File: src/rtl/unified_mem_arbiter.sv
// ----------------------------------------------------------------------------
// unified_mem_arbiter
//
// Purpose:
//   Shares a single-ported, variable-latency memory between the instruction
//   fetch stage (read-only) and the data stage (load/store). One requester is
//   granted at a time. Data accesses normally win, but a fetch that has waited
//   through STARVE_LIMIT consecutive data grants is forced through. Each
//   completed access returns a one-cycle ready pulse with the read data.
//   A branch flush (if_abort_i) kills the in-flight or pending fetch: the
//   memory transaction still runs to completion, but its result is dropped.
//
// Ports:
//   clk_i, rst_i        clock, synchronous active-high reset
//   if_req_i/addr_i     fetch request and PC
//   if_abort_i          branch flush, kills the current/pending fetch
//   if_rdata_o/ready_o  fetched instruction and one-cycle completion pulse
//   dm_read_i/write_i   load / store request (write wins if both are high)
//   dm_addr_i/wdata_i   data address and store data
//   dm_rdata_o/ready_o  load data and one-cycle completion pulse
//   cpu_stall_o         data access outstanding and not completing this cycle
//   mem_req_o/we_o      memory request (held until ack) and write enable
//   mem_addr_o/wdata_o  memory address and write data
//   mem_rdata_i/ack_i   memory read data and completion
//
// FSM states:
//   state | meaning
//   IDLE  | no transaction; grant decision made here
//   FETCH | fetch issued to memory, waiting for ack
//   DATA  | load/store issued to memory, waiting for ack
//   RESP  | ready pulse cycle; no grant, returns to IDLE
// ----------------------------------------------------------------------------
module unified_mem_arbiter #(
  parameter int ADDR_W       = 32,
  parameter int DATA_W       = 32,
  parameter int STARVE_LIMIT = 4
) (
  input  logic              clk_i,
  input  logic              rst_i,

  input  logic              if_req_i,
  input  logic [ADDR_W-1:0] if_addr_i,
  input  logic              if_abort_i,
  output logic [DATA_W-1:0] if_rdata_o,
  output logic              if_ready_o,

  input  logic              dm_read_i,
  input  logic              dm_write_i,
  input  logic [ADDR_W-1:0] dm_addr_i,
  input  logic [DATA_W-1:0] dm_wdata_i,
  output logic [DATA_W-1:0] dm_rdata_o,
  output logic              dm_ready_o,

  output logic              cpu_stall_o,

  output logic              mem_req_o,
  output logic              mem_we_o,
  output logic [ADDR_W-1:0] mem_addr_o,
  output logic [DATA_W-1:0] mem_wdata_o,
  input  logic [DATA_W-1:0] mem_rdata_i,
  input  logic              mem_ack_i
);

  localparam int CNT_W = (STARVE_LIMIT > 0) ? $clog2(STARVE_LIMIT + 1) : 1;
  localparam logic [CNT_W-1:0] LIMIT = CNT_W'(STARVE_LIMIT);
  localparam bit FORCE_EN = (STARVE_LIMIT != 0);

  typedef enum logic [1:0] {
    IDLE  = 2'd0,
    FETCH = 2'd1,
    DATA  = 2'd2,
    RESP  = 2'd3
  } state_t;

  state_t            state_q, state_d;
  logic [CNT_W-1:0]  starve_cnt_q, starve_cnt_d;
  logic              discard_q, discard_d;

  logic              mem_req_q, mem_req_d;
  logic              mem_we_q, mem_we_d;
  logic [ADDR_W-1:0] mem_addr_q, mem_addr_d;
  logic [DATA_W-1:0] mem_wdata_q, mem_wdata_d;

  logic              if_ready_q, if_ready_d;
  logic [DATA_W-1:0] if_rdata_q, if_rdata_d;
  logic              dm_ready_q, dm_ready_d;
  logic [DATA_W-1:0] dm_rdata_q, dm_rdata_d;

  logic              dm_any;
  logic              force_fetch;
  logic              ack_seen;

  assign dm_any      = dm_read_i | dm_write_i;
  // A waiting fetch is forced once it has been passed over STARVE_LIMIT times.
  assign force_fetch = FORCE_EN & if_req_i & (starve_cnt_q == LIMIT);
  // Ack only counts while a request is actually outstanding.
  assign ack_seen    = mem_req_q & mem_ack_i;

  // --------------------------------------------------------------------------
  // State and output registers
  // --------------------------------------------------------------------------
  always_ff @(posedge clk_i) begin
    if (rst_i) begin
      state_q      <= IDLE;
      starve_cnt_q <= '0;
      discard_q    <= 1'b0;
      mem_req_q    <= 1'b0;
      mem_we_q     <= 1'b0;
      mem_addr_q   <= '0;
      mem_wdata_q  <= '0;
      if_ready_q   <= 1'b0;
      if_rdata_q   <= '0;
      dm_ready_q   <= 1'b0;
      dm_rdata_q   <= '0;
    end else begin
      state_q      <= state_d;
      starve_cnt_q <= starve_cnt_d;
      discard_q    <= discard_d;
      mem_req_q    <= mem_req_d;
      mem_we_q     <= mem_we_d;
      mem_addr_q   <= mem_addr_d;
      mem_wdata_q  <= mem_wdata_d;
      if_ready_q   <= if_ready_d;
      if_rdata_q   <= if_rdata_d;
      dm_ready_q   <= dm_ready_d;
      dm_rdata_q   <= dm_rdata_d;
    end
  end

  // --------------------------------------------------------------------------
  // Next-state and next-output logic
  // --------------------------------------------------------------------------
  always_comb begin
    state_d      = state_q;
    starve_cnt_d = starve_cnt_q;
    discard_d    = discard_q;
    mem_req_d    = mem_req_q;
    mem_we_d     = mem_we_q;
    mem_addr_d   = mem_addr_q;
    mem_wdata_d  = mem_wdata_q;
    if_rdata_d   = if_rdata_q;
    dm_rdata_d   = dm_rdata_q;
    // Ready flags are pulses: low unless set on the ack cycle.
    if_ready_d   = 1'b0;
    dm_ready_d   = 1'b0;

    case (state_q)
      IDLE: begin
        discard_d = 1'b0;
        if (dm_any && !force_fetch) begin
          state_d     = DATA;
          mem_req_d   = 1'b1;
          mem_we_d    = dm_write_i;
          mem_addr_d  = dm_addr_i;
          mem_wdata_d = dm_wdata_i;
          if (if_req_i) begin
            if (starve_cnt_q != LIMIT) begin
              starve_cnt_d = starve_cnt_q + CNT_W'(1);
            end
          end else begin
            starve_cnt_d = '0;
          end
        end else if (if_req_i && !if_abort_i) begin
          // A flush in the grant cycle simply blocks the fetch grant.
          state_d      = FETCH;
          mem_req_d    = 1'b1;
          mem_we_d     = 1'b0;
          mem_addr_d   = if_addr_i;
          starve_cnt_d = '0;
        end
      end

      FETCH: begin
        if (if_abort_i) begin
          discard_d = 1'b1;
        end
        if (ack_seen) begin
          mem_req_d = 1'b0;
          state_d   = RESP;
          // A killed fetch still finishes on the bus but leaves if_rdata_o alone.
          if (!discard_q && !if_abort_i) begin
            if_rdata_d = mem_rdata_i;
            if_ready_d = 1'b1;
          end
        end
      end

      DATA: begin
        if (ack_seen) begin
          mem_req_d  = 1'b0;
          state_d    = RESP;
          dm_ready_d = 1'b1;
          // Stores return no meaningful data; keep the last load result.
          if (!mem_we_q) begin
            dm_rdata_d = mem_rdata_i;
          end
        end
      end

      RESP: begin
        state_d   = IDLE;
        discard_d = 1'b0;
      end

      default: begin
        state_d   = IDLE;
        mem_req_d = 1'b0;
      end
    endcase
  end

  // --------------------------------------------------------------------------
  // Outputs
  // --------------------------------------------------------------------------
  assign mem_req_o   = mem_req_q;
  assign mem_we_o    = mem_we_q;
  assign mem_addr_o  = mem_addr_q;
  assign mem_wdata_o = mem_wdata_q;
  assign if_rdata_o  = if_rdata_q;
  assign dm_rdata_o  = dm_rdata_q;
  assign dm_ready_o  = dm_ready_q;
  // A flush arriving in the response cycle still has to kill the pulse.
  assign if_ready_o  = if_ready_q & ~if_abort_i;
  assign cpu_stall_o = dm_any & ~dm_ready_q;

endmodule

File: config.mk
export PLATFORM = sky130hd
export DESIGN_NAME = unified_mem_arbiter
export DESIGN_NICKNAME = d
export VERILOG_FILES = /design/src/rtl/unified_mem_arbiter.sv
export SDC_FILE = /design/constraint.sdc
export NUM_CORES = 1
export LEC_CHECK = 0
export BUFFER_PORTS_ARGS = -buffer_cell sky130_fd_sc_hd__buf_4
export CAP_MARGIN = 25
export CORE_MARGIN = 1.5
export CORE_UTILIZATION = 25
export CTS_CLUSTER_SIZE = 10
export DETAILED_ROUTE_END_ITERATION = 8
export GPL_TIMING_DRIVEN = 0
export PLACE_DENSITY_LB_ADDON = 0.2
export SYNTH_ARGS = -nofsm -noshare
export SYNTH_HDL_FRONTEND = slang
export SYNTH_SLANG_ARGS = --single-unit
File: constraint.sdc
create_clock -name clk_i -period 3.8 [get_ports clk_i]
set_input_delay 0.76 -clock clk_i [delete_from_list [all_inputs] [get_ports clk_i]]
set_output_delay 0.76 -clock clk_i [all_outputs]
set_load 0.005 [all_outputs]
# Word-level counts from Yosys, hierarchy flattened
# Cells that the tools add are included.
# op_classes
n_addsub	1
mul	0
n_div	0
magnitude_cmp	0
n_eq_ne	9
shifts	0
mux	20
bitwise_logic	11
n_reduce_logical	22
# ops
op	count
$mux W32	2
$mux W3	4
$reduce_and A3 Y1	4
$mux W1	8
$reduce_and A2 Y1	4
$mux W2	3
$ne A3 B3 Y1 const B	2
$not A1 Y1	6
$pmux W2 S3	1
$reduce_bool A2 Y1	3
$reduce_or A2 Y1	3
$and A1 B1 Y1	4
$eq A2 B2 Y1 const B	2
$pmux W1 S2	2
$add A3 B1 Y3 const B	1
$eq A3 B3 Y1 const B	1
$logic_and A1 B1 Y1	3
$logic_not A1 Y1	3
$ne A3 B2 Y1 const B	1
$reduce_or A3 Y1	1
$eq A2 B1 Y1 const B	1
$logic_not A2 Y1	1
$ne A2 B1 Y1 const B	1
$ne A2 B2 Y1 const B	1
$or A1 B1 Y1	1
# totals
reg_bits	138
latch_bits	0
mem_bits_rw	0
romBits	0
input_bits	135
output_inout_bits	133
wordCells	74
memories	0

# Depth between registers and ports, before layout
# Gate-level depths: netlist of run 1.
# depth
word_depth	6
depth_mapped	9
ltp_nobuf	6

# Worst setup path before layout of run 1
# OpenSTA, ideal clock, no wires.
# synth_path
path_kind	input port to flip-flop
from	input if_abort_i
to	register if_rdata_q[12] (netlist: if_rdata_o[12])
setup_time_ps	132
t_arrival_ps	1663
t_required_ps	3668
path_slack_ps	2004
stages	6
n_path_buf	2
path_cell_list	nand2b_1 or3_1 clkbuf_1 clkbuf_1 nand2_1 a21oi_1
# synth_via
elab_chain_len	3
# synth_lines
item	line	source
from (decl)	43	input logic if_abort_i,
$logic_not A1 Y1	181	if (!discard_q && !if_abort_i) begin
$logic_and A1 B1 Y1	181	
$reduce_and A3 Y1 (no source line)	--	
to (signal assigned)	124	if_rdata_q <= if_rdata_d;
to (decl)	85	logic [DATA_W-1:0] if_rdata_q, if_rdata_d;
# Every way passes these cells.
# A chain may end at the register's enable or synchronous reset.

# Worst setup path in the final report of run 1
# layout_path
from	input dm_write_i
to	output cpu_stall_o
# layout_via
elab_chain_len	2
# layout_lines
item	line	source
from (decl)	48	input logic dm_write_i,
$or A1 B1 Y1	93	assign dm_any = dm_read_i | dm_write_i;
$and A1 B1 Y1	224	assign cpu_stall_o = dm_any & ~dm_ready_q;
to (decl)	54	output logic cpu_stall_o,
# Every way passes these cells.

==> results of run 1 <==
sequential cells by signal, indices dropped and copies added, names as in the netlist:
signal,count
state_q,2
discard_q,1
mem_we_o,1
if_ready_q,1
mem_addr_o,32
mem_wdata_o,32
mem_req_o,1
dm_ready_o,1
dm_rdata_o,32
starve_cnt_q,3
if_rdata_o,32
layout by cell type (no fill, tap or decap), types with 2 or more instances in the layout:
cell type	n
buf_6	4
o211ai_1	2
nor2_1	5
inv_8	2
a211oi_1	6
inv_1	5
a21oi_1	132
a211oi_2	26
ha_1	7
buf_2	13
bufinv_16	6
clkbuf_16	17
nor3b_1	2
inv_6	3
nand2b_1	5
o31ai_2	2
nand2_1	197
clkinv_4	3
nor3_1	2
mux2i_1	33
nand3_1	4
buf_4	269
clkbuf_1	31
dfxtp_1	138
per-layer routing:
metal	routed length, µm	up-vias	global-route usage	share of wire
met2	8690	150	0.261	0.49
met4	171	0	0.0418	0.0096
met5	0	-	0	0
met1	7630	2448	0.182	0.43
met3	1270	13	0.0500	0.072
li1	-	2717	-	-
cells by family (layout without fill, tap and decap cells):
group                      count (synthesis)  after routing  synth area share
muxes                                     33             33            0.0599
and+or+nand+nor                          225            225             0.168
adders and majority gates                  7              7            0.0159
buffers and inverters                     56            354            0.0485
DFF                                      138            138             0.501
AOI/OAI and AO/OA                        177            177             0.207
how the worst min path moves through the flow:
stage                                   end  slack [ns]                         start
2_1_floorplan        discard_q$_SDFFE_PP0P_        0.45        discard_q$_SDFFE_PP0P_
3_3_place_gp    dm_rdata_o[26]$_SDFFE_PP0P_        0.44   dm_rdata_o[26]$_SDFFE_PP0P_
3_5_place_dp   mem_wdata_o[16]$_SDFFE_PP0P_        0.45  mem_wdata_o[16]$_SDFFE_PP0P_
4_1_cts          dm_rdata_o[7]$_SDFFE_PP0P_        0.46    dm_rdata_o[7]$_SDFFE_PP0P_
5_1_grt         if_rdata_o[13]$_SDFFE_PP0P_        0.47   if_rdata_o[13]$_SDFFE_PP0P_
6_report       mem_wdata_o[16]$_SDFFE_PP0P_        0.45  mem_wdata_o[16]$_SDFFE_PP0P_
area by class of cell:
class,instances,share of cell area
Clock buffer,17,0.0497
Sequential cell,138,0.323
Timing Repair Buffer,266,0.233
Buffer,51,0.0291
Clock inverter,15,0.0307
Inverter,5,0.00219
Tap cell,280,0.0410
Multi-Input combinational cell,442,0.291
worst reg2reg max path, cell delays in order (launching register included):
cell,delay (ns)
dfxtp_1,0.39
inv_1,0.11
ha_1,0.21
nand2b_1,0.11
or3_1,0.11
clkbuf_1,0.25
clkbuf_1,0.47
nand2_1,0.11
a21oi_1,0.15
power groups by stage:
stage | registers, mW | logic (mW) | clock network (mW)
after floorplan | 1.90 | 0.773 | 0
after global placement | 1.88 | 1.52 | 0
after detailed placement | 1.88 | 1.52 | 0
after CTS | 1.86 | 1.53 | 2.01
after global routing | 1.89 | 1.65 | 2.06
final | 1.85 | 1.50 | 1.95
per-stage QoR:
stage / utilization / total power [mW] / hold slack [ns] / instance area (µm²) / std cells
floorplan: - / 2.67 / 0.446 / 5520 / 636
detailed placement: 0.362 / 3.41 / 0.447 / 7870 / 1182
global placement: 0.362 / 3.40 / 0.443 / 7870 / 1182
global route: 0.393 / 5.60 / 0.472 / 8550 / 1214
CTS: 0.393 / 5.39 / 0.456 / 8550 / 1214
finish: 0.393 / 5.30 / 0.453 / 8550 / 1214
==> run_results.csv, run 1 <==
group,metric,value,unit
pwr,p_int,3.70,mW
worst_setup_path,critPathCapture,"cpu_stall_o",
place,portBuffers,266,
worst_setup_path,ff2ff_setup_slack,1.83,ns
worst_setup_path,r2r-start,"state_q[1]$_SDFFE_PP0P_",
hold_path,worstHoldPathCells,2,
cells_and_area,fillers,2282,
sta,rsz0062_at_grt,"false",
cells_and_area,syn_to_final_growth,55.0,%
die,die_area,23000,µm²
drt,vias,5328,
global_route,overflow,0,
sta,hold_viol,0,
clocking,clock_path_buffers,2,
place,dp_slack,1.31,ns
synth,ys.flop_type,"dfxtp_1",
synth,yosysMostFrequentCell,"nand2_1",
cells_and_area,regArea,2760,µm²
sta,fin_skew,0.0111,ns
pwr,power_density,620,nW/µm²
pwr,power_switching,1.60,mW
drt,wirelength,17800,µm
pwr,p_sw_frac,0.302,
sta,fin_crit,2.09,ns
place,dp_hpwl,13400,µm
die,rows,54,
sta,fin_crit_sh,0.550,
synth,syn-mean-instance-area,8.68,µm²
die,start_util,0.254,
flow_run,cap_viol_max_count,0,
global_route,grt_pass1_vias,5198,
synth,synthTopCellsByArea,"dfxtp_1, nand2_1, a21oi_1",
worst_setup_path,crit_family,"simple AND/OR/NAND/NOR gates",
clocking,htreeDepth,4,
clocking,cts_tree,"built",
worst_setup_path,cp_max_fo,4,
sta,fin_ws,1.71,ns
synth,ys_seq_elements,138,
worst_setup_path,timing.critical_path.mode_cell,"buf_4",
die,dieWidth,152,µm
pwr,p_seq_frac,0.350,
synth,synth_enable_flop_cells,0,
die,num_io_pins,268,
drt,postRouteAntennaNets,0,
sta,setup_viol,0,
clocking,cts_setup_buffers,0,
global_route,grt_max_degree,17,
cells_and_area,diodes,0,
worst_setup_path,reg2reg_depth,8,
pwr,p_clk_frac,0.368,
worst_setup_path,setup.worst_path.start,"dm_write_i",
place,gp_congestion,0.741,
drt,drt_iter0_drc,141,
drt,drc,0,
sta,setup_tns,0,ns
sta,slew_violations,0,
worst_setup_path,crit_type,"input port to output port",
worst_setup_path,start_kind,"input port",
synth,synth.yosys.seq_area_share,0.501,
cells_and_area,drive_gt1_frac,0.377,
clocking,clock-root-buffer,"clkbuf_16",
synth,async_flop_share,0,
clocking,post_cts_resized,0,
worst_setup_path,worstReg2RegEnd,"if_rdata_o[21]$_SDFFE_PP0P_",
worst_setup_path,critical_path.slowest_cell,"nor2_4",
pwr,comb_power_share,0.283,
outcome,status,"finished clean",
clocking,cts.clk_slew.worst_paths,0.07,ns
global_route,grt_usage,0.153,
sta,clock.fmax,0.478,GHz
worst_setup_path,end_kind,"output port",
die,coreArea,21800,µm²
drt,avgViaCountPerCell,4.39,
worst_setup_path,path_depth,4,
synth,yosysTopAreaCell,"dfxtp_1",
drt,post_drt_wl_per_cell,14.6,µm
die,dieHeight,152,µm
synth,synth_top_cells_by_count,"nand2_1, dfxtp_1, a21oi_1",
cells_and_area,multi_input_area,2490,µm²
clocking,numCtsBuffers,17,
worst_setup_path,worst-path-buf-inv,2,
synth,synth_warnings,0,
hold_path,hp-class,"register to register",
drt,detail_route.first_pass.iterations,4,
worst_setup_path,cpPeakStageDelay,0.22,ns
synth,yosysTopAreaCellShare,0.501,
clocking,cts.sinks,138,
worst_setup_path,crit_chain,"buf_4 -> nor2_4 -> nor2_1 -> buf_4",
sta,relSlewSlack,0.508,
cells_and_area,final_net_count,1063,
worst_setup_path,cp.arrival,1.33,ns
global_route,grt_pass1_wl,27000,µm
synth,post_synth_num_cell_types,38,
pwr,irDropWorstVdd,0.273,mV
sta,tightest_slew,0.738,ns
synth,synth_cells,636,
synth,syn-num-nets,778,
pwr,p_leak,3.75,nW
clocking,hold_buffers,0,
global_route,antenna_found_initial,0,
synth,syn-cell-area,5520,µm²
clocking,clkLatencyLatePin,0.42,ns
worst_setup_path,worst_ep_required_time,3.04,ns
No activity file was read; power rests on OpenSTA's default activity.
==> run 2, diff against run 1 <==
--- a/config.mk
+++ b/config.mk
@@ -5,6 +5,7 @@
 export SDC_FILE = /design/constraint.sdc
 export NUM_CORES = 1
 export LEC_CHECK = 0
+export ABC_AREA = 1
 export BUFFER_PORTS_ARGS = -buffer_cell sky130_fd_sc_hd__buf_4
 export CAP_MARGIN = 25
 export CORE_MARGIN = 1.5
==> constraint.sdc (replaced) <==
create_clock -name clk_i -period 2 [get_ports clk_i]
set_input_delay 0.4 -clock clk_i [delete_from_list [all_inputs] [get_ports clk_i]]
set_output_delay 0.4 -clock clk_i [all_outputs]
set_load 0.005 [all_outputs]
==> run_results.csv, run 2 <==
group,metric,value,unit
worst_setup_path,cp_max_fo,10,
sta,fin_crit,1.73,ns
place,gp_congestion,0.746,
drt,vias,5529,
clocking,clock_path_buffers,2,
clocking,cts_setup_buffers,0,
die,coreArea,21200,µm²
clocking,cts.sinks,138,
synth,ys.flop_type,"dfxtp_1",
sta,setup_viol,0,
sta,hold_ws,0.203,ns
cells_and_area,syn_to_final_growth,53.9,%
global_route,overflow,0,
clocking,post_cts_resized,0,
pwr,power_density,1120,nW/µm²
clocking,clock-root-buffer,"clkbuf_16",
die,die_area,22600,µm²
cells_and_area,final_common_cell,"buf_4",
die,dieHeight,150,µm
place,portBuffers,267,
synth,ys_seq_elements,138,
drt,avgViaCountPerCell,4.20,
sta,setup_tns,0,ns
drt,wirelength,18000,µm
drt,detail_route.first_pass.iterations,4,
synth,syn-mean-instance-area,7.29,µm²
sta,tightest_slew,0.628,ns
cells_and_area,final_cell_mix,"buf_4, nor2_1, nand2_1, dfxtp_1, o21ai_0",
cells_and_area,fin_util,0.394,
sta,hold_viol,0,
synth,synth_cells,743,
worst_setup_path,cp.arrival,2.08,ns
synth,async_flop_share,0,
sta,relSlewSlack,0.582,
synth,synth_enable_flop_cells,0,
die,rows,53,
cells_and_area,drive_gt1_frac,0.321,
synth,syn-cell-area,5420,µm²
clocking,htreeDepth,4,
sta,rsz0062_at_grt,"false",
flow_run,cap_viol_max_count,0,
drt,drc,0,
synth,yosysMostFrequentCell,"nor2_1",
synth,yosysTopAreaCell,"dfxtp_1",
synth,synth_warnings,0,
cells_and_area,fillers,2292,
sta,fin_skew,0.00801,ns
synth,synth_top_cells_by_count,"nor2_1, nand2_1, dfxtp_1",
die,num_io_pins,268,
clocking,numCtsBuffers,17,
synth,post_synth_num_cell_types,24,
synth,synthTopCellsByArea,"dfxtp_1, nor2_1, nand2_1",
cells_and_area,finalInstanceArea,8340,µm²
global_route,grt_max_degree,17,
global_route,grt_pass1_vias,5327,
sta,fin_crit_sh,0.863,
drt,drt_iter0_drc,176,
sta,clock.fmax,0.579,GHz
cells_and_area,diodes,0,
sta,slew_violations,0,
synth,syn-num-nets,885,
clocking,clkLatencyLatePin,0.42,ns
worst_setup_path,worst_ep_required_time,2.35,ns
hold_path,hp-class,"input port to register",
drt,postRouteAntennaNets,0,
pwr,p_leak,4.04,nW
worst_setup_path,end_kind,"register",
synth,synth.yosys.seq_area_share,0.510,
worst_setup_path,crit_type,"register to register",
cells_and_area,multi_input_area,2330,µm²
clocking,cts_tree,"built",
clocking,hold_buffers,0,
drt,post_drt_wl_per_cell,13.6,µm
synth,yosysTopAreaCellShare,0.510,
place,dp_hpwl,13500,µm
global_route,grt_usage,0.158,
cells_and_area,regArea,2760,µm²
die,start_util,0.256,
global_route,grt_pass1_wl,27400,µm
die,dieWidth,150,µm
place,placed_area,7770,µm²
global_route,antenna_found_initial,0,
worst_setup_path,start_kind,"register",
pwr,irDropWorstVdd,0.544,mV
outcome,status,"finished clean",
cells_and_area,final_net_count,1171,
clocking,cts.clk_slew.worst_paths,0.07,ns
-- run 2: changes by cell type after synthesis, sizes merged, moves of 11 or more --
cell	before	now
nor2	7	203
mux2i	33	0
a21oi	132	38
nand2	197	183
a211oi	32	0
inv	5	21
o21ai	3	99
clkbuf	31	20
-- run 2: path summary, 6_finish.rpt --
path                                from                      endpoint  slack (ns)  depth (start not counted)
max              state_q[1]$_SDFFE_PP0P_    if_rdata_o[2]$_SDFFE_PP0P_        0.27                          8
min                       dm_wdata_i[21]  mem_wdata_o[21]$_SDFFE_PP0P_        0.20                          3
max reg2reg      state_q[1]$_SDFFE_PP0P_    if_rdata_o[2]$_SDFFE_PP0P_        0.27                          8
min reg2reg  mem_addr_o[23]$_SDFFE_PP0P_   mem_addr_o[23]$_SDFFE_PP0P_        0.46                          2
-- run 2: metrics by stage --
stage,setup WS [ns],cells,power [mW]
after global placement,0.124,1285,6.36
final,0.273,1316,9.32
after global routing,0.0263,1316,9.93
after CTS,0.0533,1316,9.47
after floorplan,0.575,743,4.95
after detailed placement,0.0818,1285,6.37
-- run 2: cells by family (layout without fill, tap and decap cells) --
kind of cell / count (synthesis) / after routing / synth area share
DFF: 138 / 138 / 0.510
AOI/OAI and AO/OA: 137 / 137 / 0.127
adders and majority gates: 7 / 7 / 0.0162
buffers and inverters: 66 / 364 / 0.0610
and+or+nand+nor: 394 / 394 / 0.284
xor gates and xnor gates: 1 / 1 / 0.00162
-- run 2: power by group --
group | leakage [nW] | internal, mW | switching (mW)
sequential | 1.13 | 3.27 | 0.267
combinational | 2.66 | 1.32 | 1.41
clock | 0.257 | 1.73 | 1.31
-- run 2: critical path, cell delays in order, from the launching register on --
cell      delay (ns)
dfxtp_1         0.36
inv_1           0.11
ha_1            0.20
inv_1           0.05
nor2_1          0.04
nand2_1         0.21
clkbuf_1        0.43
o21ai_0         0.14
nor2_1          0.10
-- run 2: layout make-up --
cell class              instances  share of cell area
well taps                     275              0.0413
clock inverters                14              0.0167
flip-flops and latches        138               0.331
multi-input cells             539               0.280
repair buffers                267               0.240
plain buffers                  45              0.0299
inverters                      21             0.00976
clock buffers                  17              0.0510
-- run 2: routing by layer --
metal / wire [µm] / vias to the layer above / track usage
li1: - / 2916 / -
met1: 7870 / 2427 / 0.187
met2: 8400 / 168 / 0.266
met3: 1440 / 18 / 0.0542
met4: 259 / 0 / 0.0505
met5: 0 / - / 0
==> run 3, diff against run 2 <==
--- a/config.mk
+++ b/config.mk
@@ -9,7 +9,7 @@
 export BUFFER_PORTS_ARGS = -buffer_cell sky130_fd_sc_hd__buf_4
 export CAP_MARGIN = 25
 export CORE_MARGIN = 1.5
-export CORE_UTILIZATION = 25
+export CORE_UTILIZATION = 28
 export CTS_CLUSTER_SIZE = 10
 export DETAILED_ROUTE_END_ITERATION = 8
 export GPL_TIMING_DRIVEN = 0
==> run_results.csv, run 3 (same netlist as run 2, synthesis figures left out) <==
group,metric,value,unit
flow_run,cap_viol_max_count,0,
worst_setup_path,start_kind,"register",
cells_and_area,fillers,2010,
cells_and_area,syn_to_final_growth,52.6,%
cells_and_area,diodes,0,
global_route,grt_max_degree,17,
worst_setup_path,crit_chain,"inv_1 -> ha_1 -> inv_1 -> nor3_2 -> inv_1 -> buf_2 -> nor2_1 -> nor2_1",
worst_setup_path,worst-path-buf-inv,4,
sta,setup_tns,0,ns
sta,slew_violations,0,
drt,wirelength,17000,µm
worst_setup_path,cpPeakStageDelay,0.39,ns
drt,postRouteAntennaNets,0,
drt,avgViaCountPerCell,4.22,
die,rows,50,
place,dp_hpwl,12900,µm
drt,post_drt_wl_per_cell,13.1,µm
drt,detail_route.first_pass.iterations,4,
cells_and_area,final_cell_mix,"buf_4, nor2_1, nand2_1, dfxtp_1, o21ai_0",
global_route,grt_usage,0.169,
sta,clock.fmax,0.568,GHz
die,num_io_pins,268,
sta,fin_ws,0.241,ns
hold_path,hp-class,"input port to register",
cells_and_area,final_common_cell,"buf_4",
cells_and_area,final_net_count,1171,
worst_setup_path,worst_ep_required_time,2.30,ns
global_route,grt_pass1_wl,26500,µm
global_route,antenna_found_initial,0,
die,dieWidth,142,µm
drt,vias,5478,
sta,fin_crit,1.76,ns
pwr,p_total,9.02,mW
worst_setup_path,end_kind,"register",
clocking,clock-root-buffer,"clkbuf_16",
clocking,clock_path_buffers,2,
sta,setup_viol,0,
die,dieHeight,142,µm
global_route,grt_pass1_vias,5170,
clocking,cts_setup_buffers,0,
cells_and_area,drive_gt1_frac,0.321,
sta,tightest_slew,0.613,ns
sta,hold_ws,0.207,ns
sta,rsz0062_at_grt,"false",
clocking,cts.clk_slew.worst_paths,0.06,ns
clocking,htreeDepth,4,
cells_and_area,multi_input_area,2320,µm²
worst_setup_path,critical_path.slowest_cell,"nor3_2",
place,dp_slack,0.151,ns
die,coreArea,18800,µm²
clocking,numCtsBuffers,17,
worst_setup_path,crit_family,"simple AND/OR/NAND/NOR gates",
clocking,cts_tree,"built",
sta,fin_skew,0.00881,ns
cells_and_area,regArea,2760,µm²
clocking,clkLatencyLatePin,0.41,ns
worst_setup_path,crit_type,"register to register",
die,start_util,0.288,
place,gp_congestion,0.777,
place,portBuffers,267,
sta,relSlewSlack,0.591,
sta,fin_crit_sh,0.880,
sta,hold_viol,0,
drt,drt_iter0_drc,206,
pwr,power_density,1090,nW/µm²
drt,drc,0,
outcome,status,"finished clean",
clocking,cts.sinks,138,
worst_setup_path,timing.critical_path.mode_cell,"inv_1",
pwr,p_leak,4.04,nW
pwr,irDropWorstVdd,0.565,mV
worst_setup_path,cp_max_fo,10,
worst_setup_path,cp.arrival,2.06,ns
die,die_area,20200,µm²
global_route,overflow,0,
==> run 3: cell types whose count changed in the layout (fill, tap and decap cells not counted), sizes merged <==
cell and delta:
bufinv -1, clkbuf +1, clkinv +6, clkinvlp -3, inv -5
==> run 3: timing repair <==
item | CTS | global route
hold buffers | 0 | 0
endpoints found under the setup margin | 0 | 3
gates resized for setup | 0 | 2
==> run 3: power breakdown <==
part,switching [mW],internal [mW]
clock,1.18,1.59
combinational,1.40,1.32
sequential,0.257,3.27
==> run 3: metal layers <==
layer / track usage / up-vias / share of wire
li1: - / 2914 / -
met1: 0.196 / 2396 / 0.43
met2: 0.295 / 157 / 0.49
met3: 0.0562 / 11 / 0.072
met4: 0.0494 / 0 / 0.0094
met5: 0 / - / 0
==> run 3: worst paths after layout <==
kind / from / end / slack, ns / cells past startpoint
max: state_q[0]$_SDFFE_PP0P_ / dm_rdata_o[30]$_SDFFE_PP0P_ / 0.24 / 8
min: dm_wdata_i[26] / mem_wdata_o[26]$_SDFFE_PP0P_ / 0.21 / 3
max reg2reg: state_q[0]$_SDFFE_PP0P_ / dm_rdata_o[30]$_SDFFE_PP0P_ / 0.24 / 8
min reg2reg: mem_addr_o[2]$_SDFFE_PP0P_ / mem_addr_o[2]$_SDFFE_PP0P_ / 0.46 / 2
==> run 3: worst min-delay path, stage by stage <==
cell and delay [ns]:
buf_4 0.08, nor2_1 0.03, nor2_1 0.08
==> run 3: per-stage QoR <==
step                utilization  std cells  instance area (µm²)
global route              0.439       1299                 8270
finish                    0.439       1299                 8270
global placement          0.411       1270                 7750
detailed placement        0.411       1270                 7750
CTS                       0.439       1299                 8260
floorplan                     -        743                 5420
==> run 3: layout make-up <==
cell class                      instances  area share
Sequential cell                       138       0.334
Inverter                               21     0.00984
Tap cell                              260      0.0394
Timing Repair Buffer                  267       0.243
Clock inverter                         11     0.00939
Buffer                                 45      0.0303
Clock buffer                           18      0.0531
Multi-Input combinational cell        539       0.281
